===== src/rtl/seq_detector_param.sv =====
// Programmable serial pattern detector with same-cycle (Mealy) and registered (Moore) match flags.
// Optional saturating match counter is built only when SEQ_MATCH_CNT_EN is defined.
module seq_detector_param #(
    parameter int                PAT_W   = 4,
    parameter logic [PAT_W-1:0]  RST_PAT = '0,
    parameter int                CNT_W   = 8
) (
    input  logic             clk,
    input  logic             rst,
    input  logic             din_valid,
    input  logic             din,
    input  logic             overlap,
    input  logic             pat_load,
    input  logic [PAT_W-1:0] pat_in,
    output logic             dout_mealy,
    output logic             dout_moore,
    output logic             busy_fill
`ifdef SEQ_MATCH_CNT_EN
    ,
    output logic [CNT_W-1:0] match_cnt
`endif
);

    localparam int                FILL_W    = $clog2(PAT_W);
    localparam logic [FILL_W-1:0] FILL_FULL = FILL_W'(PAT_W - 1);

    typedef enum logic {
        FILL,
        RUN
    } state_t;

    state_t             state;
    logic [PAT_W-2:0]   hist;
    logic [FILL_W-1:0]  fill;
    logic [PAT_W-1:0]   pattern;
    logic [PAT_W-1:0]   window;
    logic               match;

    // Oldest held bit lands in the pattern MSB, the live input bit in the LSB.
    assign window     = {hist, din};
    assign match      = (state == RUN) && din_valid && (window == pattern) && !pat_load;
    assign dout_mealy = match;
    assign busy_fill  = (state == FILL);

    always_ff @(posedge clk or posedge rst) begin
        if (rst) begin
            state      <= FILL;
            hist       <= '0;
            fill       <= '0;
            pattern    <= RST_PAT;
            dout_moore <= 1'b0;
        end else begin
            dout_moore <= match;
            if (pat_load) begin
                // Stale history stays in place but is masked by the restarted fill count.
                pattern <= pat_in;
                fill    <= '0;
                state   <= FILL;
            end else if (din_valid) begin
                hist <= window[PAT_W-2:0];
                case (state)
                    FILL: begin
                        fill <= fill + FILL_W'(1);
                        if (fill + FILL_W'(1) == FILL_FULL)
                            state <= RUN;
                    end
                    RUN: begin
                        if (match && !overlap) begin
                            fill  <= '0;
                            state <= FILL;
                        end
                    end
                    default: state <= FILL;
                endcase
            end
        end
    end

`ifdef SEQ_MATCH_CNT_EN
    always_ff @(posedge clk or posedge rst) begin
        if (rst)
            match_cnt <= '0;
        else if (match && (match_cnt != {CNT_W{1'b1}}))
            match_cnt <= match_cnt + CNT_W'(1);
    end
`endif

endmodule


===== config.mk =====
export PLATFORM = sky130hd
export DESIGN_NAME = seq_detector_param
export DESIGN_NICKNAME = d
export VERILOG_FILES = /design/src/rtl/seq_detector_param.sv
export SDC_FILE = /design/constraint.sdc
export NUM_CORES = 1
export LEC_CHECK = 0
export CORE_AREA = 2 2 39 41
export CTS_CLUSTER_SIZE = 16
export DETAILED_ROUTE_END_ITERATION = 7
export DIE_AREA = 0 0 41 43
export DONT_BUFFER_PORTS = 1
export GPL_TIMING_DRIVEN = 0
export PLACE_DENSITY_LB_ADDON = 0.05
export SYNTH_ARGS = -nofsm -noshare
export SYNTH_HDL_FRONTEND = slang
export SYNTH_SLANG_ARGS = --single-unit

===== constraint.sdc =====
create_clock -name clk -period 1.65 [get_ports clk]
set_input_delay 0.165 -clock clk [delete_from_list [all_inputs] [get_ports clk]]
set_output_delay 0.165 -clock clk [all_outputs]
set_load 0.05 [all_outputs]

# After elaboration in Yosys (flattened, before gate mapping)
# Index checks and enable logic that the tools add are counted.
# word_totals
out_inout_bits	3
inputBits	10
latchBits	0
elab_cells	29
romBits	0
ff_bits	11
memories	0
ramBits	0
# op_classes
reduce_logical	9
mux	9
shifts	0
n_addsub	1
mul	0
n_bitwise	2
magnitude_cmp	0
div_mod_pow	0
eq_ne	3
# op_table
operator	n
two-way mux 2 bit	3
equality test 4 bit	1
logical AND 1 bit	4
two-way mux 1 bit	4
one-hot mux 2 bit (2 select lines)	1
AND reduction 2 bit	2
!= test 3 x 2 -> 1 bit (second input constant)	1
adder 2 x 1 -> 2 bit (second input constant)	1
equality test 2 bit (second input constant)	1
logical NOT 1 bit	2
NOT 1 bit	2
one-hot mux 1 bit (2 select lines)	1
nonzero test 2 bit	1

# Longest topological paths before layout
# Gate-level depths: netlist of run 1.
# depth
word_depth	8
depth_mapped	5
depth_no_buf	5

# Least setup slack after synthesis of run 1
# No wires, ideal clock.
# synth_path
kind	reg-to-reg
from	register hist[1]
to	register dout_moore
required_ps	1477
path_buffers	0
period_less_slack_ps	1563
setup_slack_ps	87
arrival_time_ps	1390
setup_time_ps	173
path_stages_with_launch	4
path_cell_list	dfrtp_1 -> xor2_1 -> nor4_4 -> and3_1
# synth_between
elab_chain_len	3
# synth_lines
element	line	rtl
from (decl)	33	logic [PAT_W-2:0] hist;
from (signal assigned)	60	hist <= window[PAT_W-2:0];
equality test 4 bit	41	assign match = (state == RUN) && din_valid && (window == pattern) && !pat_load;
logical AND 1 bit (2 in series)	41	
named net dout_mealy	15	output logic dout_mealy,
to (signal assigned)	53	dout_moore <= match;
to (decl)	16	output logic dout_moore,
# The timed path passes the listed nets, and every way through them passes these cells.
# A chain may end at the register's enable or synchronous reset.

# Worst setup path in the final report of run 1
# layout_path
from	register pattern[3]
to	output port dout_mealy
# layout_between
elab_chain_len	3
# layout_lines
element	line	rtl
from (decl)	35	logic [PAT_W-1:0] pattern;
from (signal assigned)	56	pattern <= pat_in;
equality test 4 bit	41	
logical AND 1 bit (2 in series)	41	
to (decl)	15	
# Every way passes these cells.

==> results of run 1 <==
==> metal layers <==
metal / track usage / share of wire / vias up
met3: 0.0366 / 0.070 / 2
met4: 0.100 / 0.0056 / 0
li1: - / - / 169
met2: 0.219 / 0.52 / 8
met5: 0 / 0 / -
met1: 0.154 / 0.40 / 163
==> worst register-to-register path: cells and delay by family, from the launching register on <==
kind / cells / cell delay (ns)
and+or+nand+nor: 2 / 0.63
xor gates and xnor gates: 1 / 0.20
DFF: 1 / 0.39
==> registers in the layout, summed over array words and instances (netlist names) <==
| register | count |
|---|---|
| fill | 2 |
| hist | 3 |
| pattern | 4 |
| state | 1 |
| dout_moore | 1 |
==> synth_stat cells <==
| cell type | n |
|---|---|
| nand3b_1 | 1 |
| nor2b_1 | 2 |
| a21oi_1 | 3 |
| buf_2 | 1 |
| inv_1 | 3 |
| a21bo_2 | 1 |
| dfrtp_1 | 11 |
| clkbuf_1 | 1 |
| and3_1 | 1 |
| o22ai_1 | 2 |
| ha_1 | 1 |
| mux2_2 | 7 |
| nand2_1 | 2 |
| a211oi_1 | 1 |
| nor3b_1 | 2 |
| xor2_1 | 4 |
| nor2_1 | 1 |
| nor4_4 | 1 |
==> layout by cell type, fill, tap and decap left out <==
cell / n
mux2_2: 7
a21oi_1: 3
ha_1: 1
inv_1: 3
dlygate4sd3_1: 1
dfrtp_1: 11
nor4_4: 1
nor2_1: 1
xor2_1: 4
and3_4: 1
nor3b_1: 2
a21bo_2: 1
buf_2: 1
clkbuf_1: 2
o22ai_1: 2
nand3b_1: 1
a211oi_1: 1
buf_4: 1
nand2_1: 2
nor2b_1: 2
clkbuf_4: 3
==> logic make-up (layout without fill, tap and decap cells) <==
| group | count (synthesis) | in the layout |
|---|---|---|
| AO/OA/AOI/OAI | 7 | 7 |
| adder cells (fa/ha/maj) | 1 | 1 |
| multiplexers | 7 | 7 |
| buffers and inverters | 5 | 11 |
| AND/OR/NAND/NOR | 10 | 10 |
| flip-flops | 11 | 11 |
| XOR/XNOR | 4 | 4 |
==> report_power, final <==
part           internal (µW)  switching [µW]
registers                302            24.0
logic                   59.3            60.1
clock network           93.4            82.8
==> stage by stage <==
step	TNS [ns]	power [µW]	instances	area [µm²]	util
6_report	0	622	67	609	0.440
5_1_grt	-0.0892	672	67	609	0.440
4_1_cts	-0.0149	641	67	609	0.440
3_5_place_dp	-0.0347	445	61	561	0.405
3_3_place_gp	-0.00141	440	61	561	0.405
2_1_floorplan	0	426	45	541	-
==> cell type report <==
class / instances / area (µm²)
sequential: 11 / 275
clock buffer: 4 / 26.3
tap: 16 / 20.0
timing repair buffer: 2 / 17.5
multi-input combinational: 29 / 250
buffer: 2 / 8.76
fill: 138 / 774
inverter: 3 / 11.3
==> final timing paths <==
path	to	depth (start not counted)	slack, ns
max	dout_mealy	3	0.005
min	pattern[3]	1	0.05
max reg2reg	dout_moore	3	0.35
min reg2reg	hist[2]	1	0.53
max in group asynchronous	hist[0]	2	1.02
min in group asynchronous	pattern[3]	2	0.33
==> timing repair <==
item | CTS | global route
endpoints found under the hold margin | 11 | 0
buffers inserted | 1 | 0
cloned | 0 | 0
setup endpoints to repair | 2 | 1
resized for setup | 2 | 0
pin swaps | 2 | 1
hold buffers | 1 | 0
==> metrics.md, run 1 <==
| Metric | Value |
|---|---|
| Status | finished clean |
| CTS HTree Levels | 1 |
| PD cells | approximately 1000 nW/µm² |
| Initial DRC Count | 0 |
| Kind of critical path | register to output pin |
| Placer congestion estimate | roughly 0.63 |
| CP bufs+invs | 0 |
| Grt total ovfl | 0 |
| Clock transition at path regs | around 0.070 ns |
| RSZ-0062 raised after global routing | true |
| Worst slew pin tran | about 0.44 ns |
| Largest stage delay on the critical path | a little under 0.4 ns |
| Fin crit period | roughly 1.6 ns |
| Crit. End Element | output pin |
| Routed WL per cell | between 10 and 15 µm |
| Post-Syn Instances | 45 |
| Area Growth Syn to Fin | 12.7% |
| Complex-gate fraction of the synthesized area | 0.0833 |
| CTS tree | built |
| PortBufs | 0 |
| Total GRT Usage | 0.140 |
| FF+latch count, synth | 11 |
| Multiplexer area fraction after synthesis | 0.146 |
| Crit path required time | ~1.5 ns |
| Via/cell ratio | just over 5 |
| Max IR drop VDD | 370 µV |
| Remaining antenna violation count | 0 |
| Layout Nets | 63 |
| CTS root buffer | clkbuf_4 |
| Drt drc | 0 |
| Leakage power | roughly 0.00026 µW |
| CTS Buffer Depth | 2 |
| Row cnt | 14 |
| Clk sinks | 11 |
| DP Worst Slack | -0.0223 ns |
| Skew final | ~0.0021 ns |
| CP max-delay cell | dfrtp_1 |
| Post-Syn Nets | 56 |
| Final hold vios | 0 |
| Xor-xnor portion of the synthesized cell area | 0.0648 |
| Simple-gate portion of the synthesized area | 0.137 |
| Largest family of logic cells by synthesized area | multiplexers |
| Fraction of layout cells with a size suffix above 1 | 0.294 |
| Cell accounting for the most synthesized area | dfrtp_1 |
| Maximum clock frequency | between 0.6 and 0.7 GHz |
| Initial antenna violation count | 0 |
| CP Data Arrival Time | 1.48 ns |
| First-pass GRT wire length | about 1600 µm |
| Largest fanout on the critical path | 2 |
| Slew margin rel. | 0.709 |
| I/O pin count | 13 |
| Horiz. Die Dim | 41 µm |
| Reg-to-reg startpoint | pattern[3] |
| Clk Latency, worst-skew pair | approximately 0.26 ns |
| Post-synth cell types | 18 |
| Period utilisation layout | 0.997 |
| Syn avg cell area | roughly 12 µm² |
| Full die area | roughly 1800 µm² |
| Area share of fa/ha/maj cells after synthesis | 0.0231 |
| Setup crit start kind | register |
| Crit path max-delay family | simple AND/OR/NAND/NOR gates |
| Syn Std Cell Area | approximately 540 µm² |
| Critical path origin | pattern[3] |
| Core Area | approximately 1400 µm² |
| Hold crit path type | input port to register |
| Via count | around 340 |
| Sequential fraction of the synthesis area | 0.509 |
| Antenna diodes | 0 |
| Initial Util | 0.391 |
| Hold_ws | roughly 0.05 ns |
| Critical path cell sequence | xor2_1 -> nor4_4 -> and3_4 |
| Synth top area cells | dfrtp_1 (51%), mux2_2 (15%), xor2_1 (6.5%) |
| Largest net degree at the start of global routing | 12 |
| Inserted Clock Buffers | 3 |
| Final setup fails | 0 |
| Hold path start | pat_in[3] |
| Vias in the first global route | 374 |
| Top-area cell type share of the netlist area | 0.509 |
| Final WS setup | a little over 0.005 ns |
| Die Y | 43 µm |
| DRT Pass-1 Iters | 1 |
| Routed wire length | 898 µm |
| Max-cap violations | 0 |
| YS warnings | 0 |
| Max Slew Vio Count | 0 |
Note: power is estimated with default switching activity, not from simulation.
==> run 2: changes to the inputs <==
CTS_CLUSTER_SIZE = 30   (was 16)
==> results of run 2 <==
Same layout as run 1: the final DEF is identical, and so are final timing and power.
